[config.mk]
export PLATFORM = sky130hd
export DESIGN_NAME = mem_exec_unit_flat
export DESIGN_NICKNAME = d
export VERILOG_FILES = /design/src/rtl/mem_pkg.sv /design/src/rtl/mem_ifc.sv /design/src/rtl/mem_load_formatter.sv /design/src/rtl/mem_exec_unit.sv /design/src/flat_wrapper.sv
export SDC_FILE = /design/constraint.sdc
export NUM_CORES = 1
export LEC_CHECK = 0
export CAP_MARGIN = 0
export CORE_MARGIN = 2
export CORE_UTILIZATION = 45
export CTS_CLUSTER_SIZE = 20
export DETAILED_ROUTE_END_ITERATION = 8
export PLACE_DENSITY = 0.86
export SLEW_MARGIN = 0
export SYNTH_ARGS = -nofsm -noshare
export SYNTH_HDL_FRONTEND = slang
export SYNTH_SLANG_ARGS = --single-unit
[constraint.sdc]
create_clock -name clk -period 5.3 [get_ports clk]
set_clock_uncertainty 0.1 [all_clocks]
set_input_delay 1.325 -clock clk [delete_from_list [all_inputs] [get_ports clk]]
set_output_delay 1.325 -clock clk [all_outputs]
set_load 0.01 [all_outputs]
[src/rtl/mem_pkg.sv]
// Shared types and constants for the memory execution unit and its interfaces.
`ifndef ADDR_WIDTH
`define ADDR_WIDTH 32
`endif
`ifndef AL_SIZE
`define AL_SIZE 64
`endif

package mem_pkg;
  typedef enum logic [2:0] {IDLE, REQ, WAIT, WB, DRAIN} mem_state_t;

  localparam logic [2:0] W_B  = 3'b000;
  localparam logic [2:0] W_H  = 3'b001;
  localparam logic [2:0] W_W  = 3'b010;
  localparam logic [2:0] W_BU = 3'b100;
  localparam logic [2:0] W_HU = 3'b101;

  localparam logic MEM_LOAD  = 1'b0;
  localparam logic MEM_STORE = 1'b1;
endpackage

[src/rtl/mem_ifc.sv]
// Issue-queue (miq_ifc) and writeback (wb_ifc) bundles used by mem_exec_unit.
interface miq_ifc #(
  parameter int DATA_WIDTH = 32,
  parameter int ADDR_WIDTH = `ADDR_WIDTH,
  parameter int AL_W       = $clog2(`AL_SIZE)
);
  logic                  valid;
  logic [ADDR_WIDTH-1:0] pc;
  logic [4:0]            rd;
  logic                  uses_rd;
  logic [DATA_WIDTH-1:0] imm;
  logic                  uses_imm;
  logic                  is_mem_access;
  logic                  mem_access_type;
  logic [2:0]            width;
  logic [AL_W-1:0]       al_addr;

  modport in  (input  valid, pc, rd, uses_rd, imm, uses_imm, is_mem_access, mem_access_type, width, al_addr);
  modport out (output valid, pc, rd, uses_rd, imm, uses_imm, is_mem_access, mem_access_type, width, al_addr);
endinterface

interface wb_ifc #(
  parameter int DATA_WIDTH = 32,
  parameter int AL_W       = $clog2(`AL_SIZE)
);
  logic                  valid;
  logic [4:0]            rd;
  logic                  uses_rd;
  logic [DATA_WIDTH-1:0] data;
  logic [AL_W-1:0]       al_addr;

  modport out (output valid, rd, uses_rd, data, al_addr);
  modport in  (input  valid, rd, uses_rd, data, al_addr);
endinterface

[src/rtl/mem_load_formatter.sv]
// Combinational load-data aligner: picks the byte/half/word at the address and extends it.
module mem_load_formatter
  import mem_pkg::*;
(
  input  logic [31:0] i_rdata,
  input  logic [1:0]  i_addr_lo,
  input  logic [2:0]  i_width,
  output logic [31:0] o_result
);
  logic [7:0]  w_byte;
  logic [15:0] w_half;

  always_comb begin
    w_byte = i_rdata[8*i_addr_lo +: 8];
    w_half = i_addr_lo[1] ? i_rdata[31:16] : i_rdata[15:0];
    case (i_width)
      W_B:     o_result = {{24{w_byte[7]}}, w_byte};
      W_BU:    o_result = {24'h0, w_byte};
      W_H:     o_result = {{16{w_half[15]}}, w_half};
      W_HU:    o_result = {16'h0, w_half};
      default: o_result = i_rdata;
    endcase
  end
endmodule

[src/rtl/mem_exec_unit.sv]
// Memory execution unit: address generation, one-outstanding dmem handshake,
// load formatting, checkpoint-recall kill and single-cycle writeback.
module mem_exec_unit
  import mem_pkg::*;
#(
  parameter int DATA_WIDTH = 32,
  parameter int ADDR_WIDTH = `ADDR_WIDTH,
  parameter int AL_W       = $clog2(`AL_SIZE)
) (
  input  logic                  clk,
  input  logic                  reset,
  miq_ifc.in                    i_miq,
  input  logic [DATA_WIDTH-1:0] rs1_val,
  input  logic [DATA_WIDTH-1:0] rs2_val,
  input  logic                  if_recall,
  input  logic [AL_W-1:0]       new_front,
  input  logic [AL_W-1:0]       old_front,
  output logic                  busy,
  output logic                  dmem_req_valid,
  input  logic                  dmem_req_ready,
  output logic                  dmem_req_we,
  output logic [ADDR_WIDTH-1:0] dmem_req_addr,
  output logic [3:0]            dmem_req_be,
  output logic [DATA_WIDTH-1:0] dmem_req_wdata,
  input  logic                  dmem_resp_valid,
  input  logic [DATA_WIDTH-1:0] dmem_resp_rdata,
  wb_ifc.out                    o_wb,
  output logic                  misalign
);
  mem_state_t            r_state;
  logic [4:0]            r_rd;
  logic                  r_uses_rd;
  logic [AL_W-1:0]       r_al;
  logic                  r_is_mem;
  logic                  r_we;
  logic                  r_misal;
  logic [2:0]            r_width;
  logic [DATA_WIDTH-1:0] r_addr;
  logic [DATA_WIDTH-1:0] r_rs2;
  logic [DATA_WIDTH-1:0] r_data;

  logic [DATA_WIDTH-1:0] w_addr;
  logic                  w_misal;
  logic                  w_kill;
  logic                  w_req;
  logic                  w_wb;
  logic [3:0]            w_be;
  logic [DATA_WIDTH-1:0] w_wdata;
  logic [DATA_WIDTH-1:0] w_fmt;
  logic                  w_unused_pc;

  // Circular active-list range [nf, of); handles wrap past the top of the list.
  function automatic logic in_range(input logic [AL_W-1:0] a, input logic [AL_W-1:0] nf,
                                    input logic [AL_W-1:0] of);
    return (nf <= of) ? (a >= nf && a < of) : (a >= nf || a < of);
  endfunction

  assign w_unused_pc = ^i_miq.pc;

  always_comb begin
    w_addr  = rs1_val + (i_miq.uses_imm ? i_miq.imm : '0);
    w_misal = (i_miq.width[1:0] == 2'b01 && w_addr[0]) ||
              (i_miq.width[1:0] == 2'b10 && w_addr[1:0] != 2'b00);
    w_kill  = if_recall && in_range(r_al, new_front, old_front);
    case (r_width[1:0])
      2'b00:   begin w_be = 4'b0001 << r_addr[1:0]; w_wdata = {4{r_rs2[7:0]}};  end
      2'b01:   begin w_be = 4'b0011 << r_addr[1:0]; w_wdata = {2{r_rs2[15:0]}}; end
      default: begin w_be = 4'b1111;                w_wdata = r_rs2;            end
    endcase
  end

  mem_load_formatter u_fmt (
    .i_rdata   (dmem_resp_rdata),
    .i_addr_lo (r_addr[1:0]),
    .i_width   (r_width),
    .o_result  (w_fmt)
  );

  always_ff @(posedge clk) begin
    if (!reset) begin
      r_state <= IDLE;
    end else begin
      case (r_state)
        IDLE:  if (i_miq.valid) r_state <= (!i_miq.is_mem_access || w_misal) ? WB : REQ;
        // A handshake in the same cycle as a kill still commits the access.
        REQ:   if (dmem_req_ready) r_state <= r_we ? WB : (w_kill ? DRAIN : WAIT);
               else if (w_kill)    r_state <= IDLE;
        WAIT:  if (w_kill)               r_state <= dmem_resp_valid ? IDLE : DRAIN;
               else if (dmem_resp_valid) r_state <= WB;
        WB:    r_state <= IDLE;
        DRAIN: if (dmem_resp_valid) r_state <= IDLE;
        default: r_state <= IDLE;
      endcase
    end
  end

  always_ff @(posedge clk) begin
    if (r_state == IDLE && i_miq.valid) begin
      r_rd      <= i_miq.rd;
      r_uses_rd <= i_miq.uses_rd;
      r_al      <= i_miq.al_addr;
      r_is_mem  <= i_miq.is_mem_access;
      r_we      <= i_miq.mem_access_type;
      r_misal   <= i_miq.is_mem_access && w_misal;
      r_width   <= i_miq.width;
      r_addr    <= w_addr;
      r_rs2     <= rs2_val;
      r_data    <= '0;
    end else if (r_state == WAIT && dmem_resp_valid) begin
      r_data <= w_fmt;
    end
  end

  // Outputs are gated by state so nothing leaks from uninitialised data registers.
  always_comb begin
    busy            = (r_state != IDLE);
    w_req           = (r_state == REQ);
    w_wb            = (r_state == WB) && !w_kill;
    dmem_req_valid  = w_req;
    dmem_req_we     = w_req && r_we;
    dmem_req_addr   = w_req ? {r_addr[ADDR_WIDTH-1:2], 2'b00} : '0;
    dmem_req_be     = w_req ? w_be : 4'b0000;
    dmem_req_wdata  = w_req ? w_wdata : '0;
    o_wb.valid      = w_wb;
    o_wb.rd         = w_wb ? r_rd : 5'd0;
    o_wb.uses_rd    = w_wb && r_uses_rd && !(r_is_mem && r_we == MEM_STORE) && !r_misal;
    o_wb.data       = w_wb ? r_data : '0;
    o_wb.al_addr    = w_wb ? r_al : '0;
    misalign        = w_wb && r_misal;
  end

  a_no_issue_while_busy: assert property (@(posedge clk) disable iff (!reset)
    !(busy && i_miq.valid));
endmodule

[src/flat_wrapper.sv]
// flat-port wrapper written by rule: the top's interface ports become plain ports
module mem_exec_unit_flat import mem_pkg::*;
#(
  parameter int DATA_WIDTH = 32,
  parameter int ADDR_WIDTH = `ADDR_WIDTH,
  parameter int AL_W       = $clog2(`AL_SIZE)
)
  (clk, reset, rs1_val, rs2_val, if_recall, new_front, old_front, busy, dmem_req_valid, dmem_req_ready, dmem_req_we, dmem_req_addr, dmem_req_be, dmem_req_wdata, dmem_resp_valid, dmem_resp_rdata, misalign, i_miq_valid, i_miq_pc, i_miq_rd, i_miq_uses_rd, i_miq_imm, i_miq_uses_imm, i_miq_is_mem_access, i_miq_mem_access_type, i_miq_width, i_miq_al_addr, o_wb_valid, o_wb_rd, o_wb_uses_rd, o_wb_data, o_wb_al_addr);
  miq_ifc #(.DATA_WIDTH(DATA_WIDTH), .ADDR_WIDTH(ADDR_WIDTH), .AL_W(AL_W)) i_miq_i ();
  wb_ifc #(.DATA_WIDTH(DATA_WIDTH), .AL_W(AL_W)) o_wb_i ();
  input  logic clk;
  input  logic reset;
  input  logic [DATA_WIDTH-1:0] rs1_val;
  input  logic [DATA_WIDTH-1:0] rs2_val;
  input  logic if_recall;
  input  logic [AL_W-1:0] new_front;
  input  logic [AL_W-1:0] old_front;
  output logic busy;
  output logic dmem_req_valid;
  input  logic dmem_req_ready;
  output logic dmem_req_we;
  output logic [ADDR_WIDTH-1:0] dmem_req_addr;
  output logic [3:0] dmem_req_be;
  output logic [DATA_WIDTH-1:0] dmem_req_wdata;
  input  logic dmem_resp_valid;
  input  logic [DATA_WIDTH-1:0] dmem_resp_rdata;
  output logic misalign;
  input wire logic [$bits(i_miq_i.valid)-1:0] i_miq_valid;
  input wire logic [$bits(i_miq_i.pc)-1:0] i_miq_pc;
  input wire logic [$bits(i_miq_i.rd)-1:0] i_miq_rd;
  input wire logic [$bits(i_miq_i.uses_rd)-1:0] i_miq_uses_rd;
  input wire logic [$bits(i_miq_i.imm)-1:0] i_miq_imm;
  input wire logic [$bits(i_miq_i.uses_imm)-1:0] i_miq_uses_imm;
  input wire logic [$bits(i_miq_i.is_mem_access)-1:0] i_miq_is_mem_access;
  input wire logic [$bits(i_miq_i.mem_access_type)-1:0] i_miq_mem_access_type;
  input wire logic [$bits(i_miq_i.width)-1:0] i_miq_width;
  input wire logic [$bits(i_miq_i.al_addr)-1:0] i_miq_al_addr;
  output wire logic [$bits(o_wb_i.valid)-1:0] o_wb_valid;
  output wire logic [$bits(o_wb_i.rd)-1:0] o_wb_rd;
  output wire logic [$bits(o_wb_i.uses_rd)-1:0] o_wb_uses_rd;
  output wire logic [$bits(o_wb_i.data)-1:0] o_wb_data;
  output wire logic [$bits(o_wb_i.al_addr)-1:0] o_wb_al_addr;
  assign i_miq_i.valid = i_miq_valid;
  assign i_miq_i.pc = i_miq_pc;
  assign i_miq_i.rd = i_miq_rd;
  assign i_miq_i.uses_rd = i_miq_uses_rd;
  assign i_miq_i.imm = i_miq_imm;
  assign i_miq_i.uses_imm = i_miq_uses_imm;
  assign i_miq_i.is_mem_access = i_miq_is_mem_access;
  assign i_miq_i.mem_access_type = i_miq_mem_access_type;
  assign i_miq_i.width = i_miq_width;
  assign i_miq_i.al_addr = i_miq_al_addr;
  assign o_wb_valid = o_wb_i.valid;
  assign o_wb_rd = o_wb_i.rd;
  assign o_wb_uses_rd = o_wb_i.uses_rd;
  assign o_wb_data = o_wb_i.data;
  assign o_wb_al_addr = o_wb_i.al_addr;
  mem_exec_unit #(.DATA_WIDTH(DATA_WIDTH), .ADDR_WIDTH(ADDR_WIDTH), .AL_W(AL_W)) u_core (.clk(clk), .reset(reset), .i_miq(i_miq_i), .rs1_val(rs1_val), .rs2_val(rs2_val), .if_recall(if_recall), .new_front(new_front), .old_front(old_front), .busy(busy), .dmem_req_valid(dmem_req_valid), .dmem_req_ready(dmem_req_ready), .dmem_req_we(dmem_req_we), .dmem_req_addr(dmem_req_addr), .dmem_req_be(dmem_req_be), .dmem_req_wdata(dmem_req_wdata), .dmem_resp_valid(dmem_resp_valid), .dmem_resp_rdata(dmem_resp_rdata), .o_wb(o_wb_i), .misalign(misalign));
endmodule
==> results.cfg <==
[grt]
track_usage = 0.265
antenna_found_initial = 2
grt_first_pass_wirelength_um = 38300
grt_max_degree = 64
grt_remaining_overflow = 0
grt_pass1_vias = 7550

[yosys]
netlist_instances = 895
seq_area_frac_synth = 0.394
yosys.area.top_type_share = 0.307
yosys.area.top_type = edfxtp_1
avgSynthCellArea_um2 = 8.96
ys_ff_latch = 117
yosys-top-cells-area = edfxtp_1 31%, and2_1 9.7%, dfxtp_1 8.7%
ys_types = 70
synthArstFlopShare = 0
yosys_warnings = 0
synth_edf_count = 82
netlist_area_mm2 = 0.00802
synth-main-ff-cell = edfxtp_1

[timing]
tightest_slew_ns = 0.904
tns_ns = 0
whs_ns = 0.379
setup_viol = 0
clock.fmax_ghz = 0.190
hold_violations = 0
period_needed_ns = 5.26
final.period_utilization = 0.993
slew_viol_final = 0
max_slew_margin = 0.395

[drt]
vias_per_cell = 5.68
vias = 7998
ant_nets = 0
firstDrtPassIters = 5
wl_per_cell_um = 18.5
drt_iter0_drc = 603
drc = 0
wirelength_um = 26000

[placement]
place_area_mm2 = 0.0110
place_congestion = 0.884
dp.cells = 1365
dp_hpwl_um = 18400
portBuffers = 278

[floorplan]
die_h_um = 137
row_count = 48
io_pins = 313
design.die.area_mm2 = 0.0189
die_w_um = 137
core_area_mm2 = 0.0174
initial_core_util = 0.462

[worst_setup_path]
max_stage_delay_ns = 0.38
arrival_ns = 3.84
critPathKind = in -> out
slowest_stage = a2111oi_4
startpoint_type = input port
crit_start = new_front[4]
timing.rr.start = u_core.r_state[1]
reg2reg_depth = 4
end_kind = output pin
timing.rr.end = u_core.r_rs2[27]
path_cells = clkbuf_2 -> inv_1 -> ha_1 -> a21o_1 -> a21oi_2 -> o21ai_2 -> maj3_2 -> a2111oi_4 -> buf_4 -> buf_12 -> bufbuf_16 -> and2_1 -> buf_2
cp-endpoint = o_wb_data[14]
critical_path_required_ns = 3.88
regToRegSetupSlack_ns = 2.79
cp_max_fo = 5

[clock_tree]
numCtsBuffers = 17
clk_pin_slew_ns = 0.05
root_buffer = clkbuf_16
clock_latency_ns = 0.40
cts-htree-levels = 4
clock_sinks = 117
cts_tree = done
clk_path_buf_depth = 2

[pwr]
leakagePower_nw = 4.70
vdd_drop_max_mv = 0.224
powerDensity_mw_per_mm2 = 368

[layout]
layout.nets = 1415
drive_gt1_frac = 0.112
area_delta_synth_final_pct = 47.8
diodes = 0
final_area_mm2 = 0.0118
fin_cells = 1408
nFillCells = 1315

[status]
status = complete, no violations

[worst_hold_path]
hp-class = reg -> reg

[job]
max_cap_viol_count = 0
## cell type report
| cell class | count | area [um2] | share of cell area |
|---|---|---|---|
| flip-flops and latches | 117 | 3160 | 0.267 |
| inverters | 36 | 136 | 0.0115 |
| repair buffers | 304 | 3040 | 0.256 |
| well taps | 225 | 282 | 0.0238 |
| clock inverters | 14 | 136 | 0.0115 |
| multi-input cells | 694 | 4670 | 0.394 |
| clock buffers | 18 | 429 | 0.0362 |
## state kept, by name, indices dropped and copies added, names as in the netlist
signal / flops
u_core.r_state: 3
u_core.r_rd: 5
u_core.r_uses_rd: 1
u_core.r_rs2: 32
u_core.r_addr: 32
u_core.r_we: 1
u_core.r_width: 3
u_core.r_al: 6
u_core.r_misal: 1
u_core.r_is_mem: 1
u_core.r_data: 32
## cells by family (layout without fill, tap and decap cells)
kind of cell / after synthesis / count (layout) / synth area share
adders and majority gates: 51 / 51 / 0.0800
muxes: 20 / 20 / 0.0267
AOI/OAI and AO/OA: 268 / 268 / 0.219
and+or+nand+nor: 332 / 332 / 0.212
other: 1 / 2 / 0.000468
buffers and inverters: 85 / 372 / 0.0445
DFF: 117 / 117 / 0.394
xor gates and xnor gates: 21 / 21 / 0.0229
## worst min path at each step
stage | to | from | depth (start not counted) | slack, ns
after floorplan | u_core.r_data[7] | u_core.r_data[7] | 2 | 0.35
after global placement | u_core.r_data[7] | u_core.r_data[7] | 2 | 0.35
after CTS | u_core.r_data[7] | u_core.r_data[7] | 2 | 0.38
after global routing | u_core.r_data[7] | u_core.r_data[7] | 2 | 0.39
after detailed placement | u_core.r_data[7] | u_core.r_data[7] | 2 | 0.37
final | u_core.r_data[7] | u_core.r_data[7] | 2 | 0.38
## worst max-delay path, delay by kind of cell
family	cells	cell delay, ns
buffers and inverters	6	0.85
adders and majority gates	2	0.66
and+or+nand+nor	1	0.12
AOI/OAI and AO/OA	4	0.87
## routing by layer
metal,track usage,part of all wire,wire [um]
met5,0,0.00096,25
met4,0.120,0.038,991
met3,0.0765,0.098,2540
met2,0.463,0.49,12800
met1,0.300,0.37,9620
## synthesized netlist by cell type (all sizes together) (13+ instances only)
library cell	n
a211oi	16
a21o	19
a21oi	81
and2	124
clkbuf	42
dfxtp	35
edfxtp	82
ha	48
inv	36
mux2i	18
nand2	81
nand3	14
nor2	62
nor3	15
o21a	13
o21ai	59
xnor2	14
## where the power goes
part / internal [mW] / switching, mW / leakage, nW / total (mW)
sequential: 1.29 / 0.140 / 1.06 / 1.43
combinational: 0.859 / 0.964 / 3.38 / 1.82
clock: 0.686 / 0.423 / 0.259 / 1.11
## through the flow
step	utilization	total power [mW]	worst slack, ns
2_1_floorplan	-	2.38	0.422
3_3_place_gp	0.634	3.11	-0.537
3_5_place_dp	0.634	3.15	-0.562
4_1_cts	0.678	4.33	-0.0401
5_1_grt	0.683	4.58	-0.0252
6_report	0.683	4.36	0.0394
## cell usage in the layout (no fill, tap or decap), drive strengths merged, types with 11 or more instances in the layout
master | netlist | final
o21ai | 59 | 59
clkdlybuf4s15 | 0 | 32
a21oi | 81 | 81
nor2 | 62 | 62
nor3 | 15 | 15
nand2 | 81 | 81
ha | 48 | 48
xnor2 | 14 | 14
a21o | 19 | 19
dfxtp | 35 | 35
nand3 | 14 | 14
a211oi | 16 | 16
edfxtp | 82 | 82
o21a | 13 | 13
buf | 7 | 39
inv | 36 | 36
and2 | 124 | 124
clkbuf | 42 | 25
nand2b | 11 | 11
clkdlybuf4s50 | 0 | 220
mux2i | 18 | 18
## timing repair
action / in CTS / in global routing
pin swaps: 9 / 10
resized for setup: 169 / 33
buffers inserted: 7 / 1
gates cloned: 3 / 0
hold buffers: 0 / 0
endpoints found under the hold margin: 0 / 0
setup endpoints to repair: 46 / 45
Note: power is estimated with default switching activity, not from simulation.
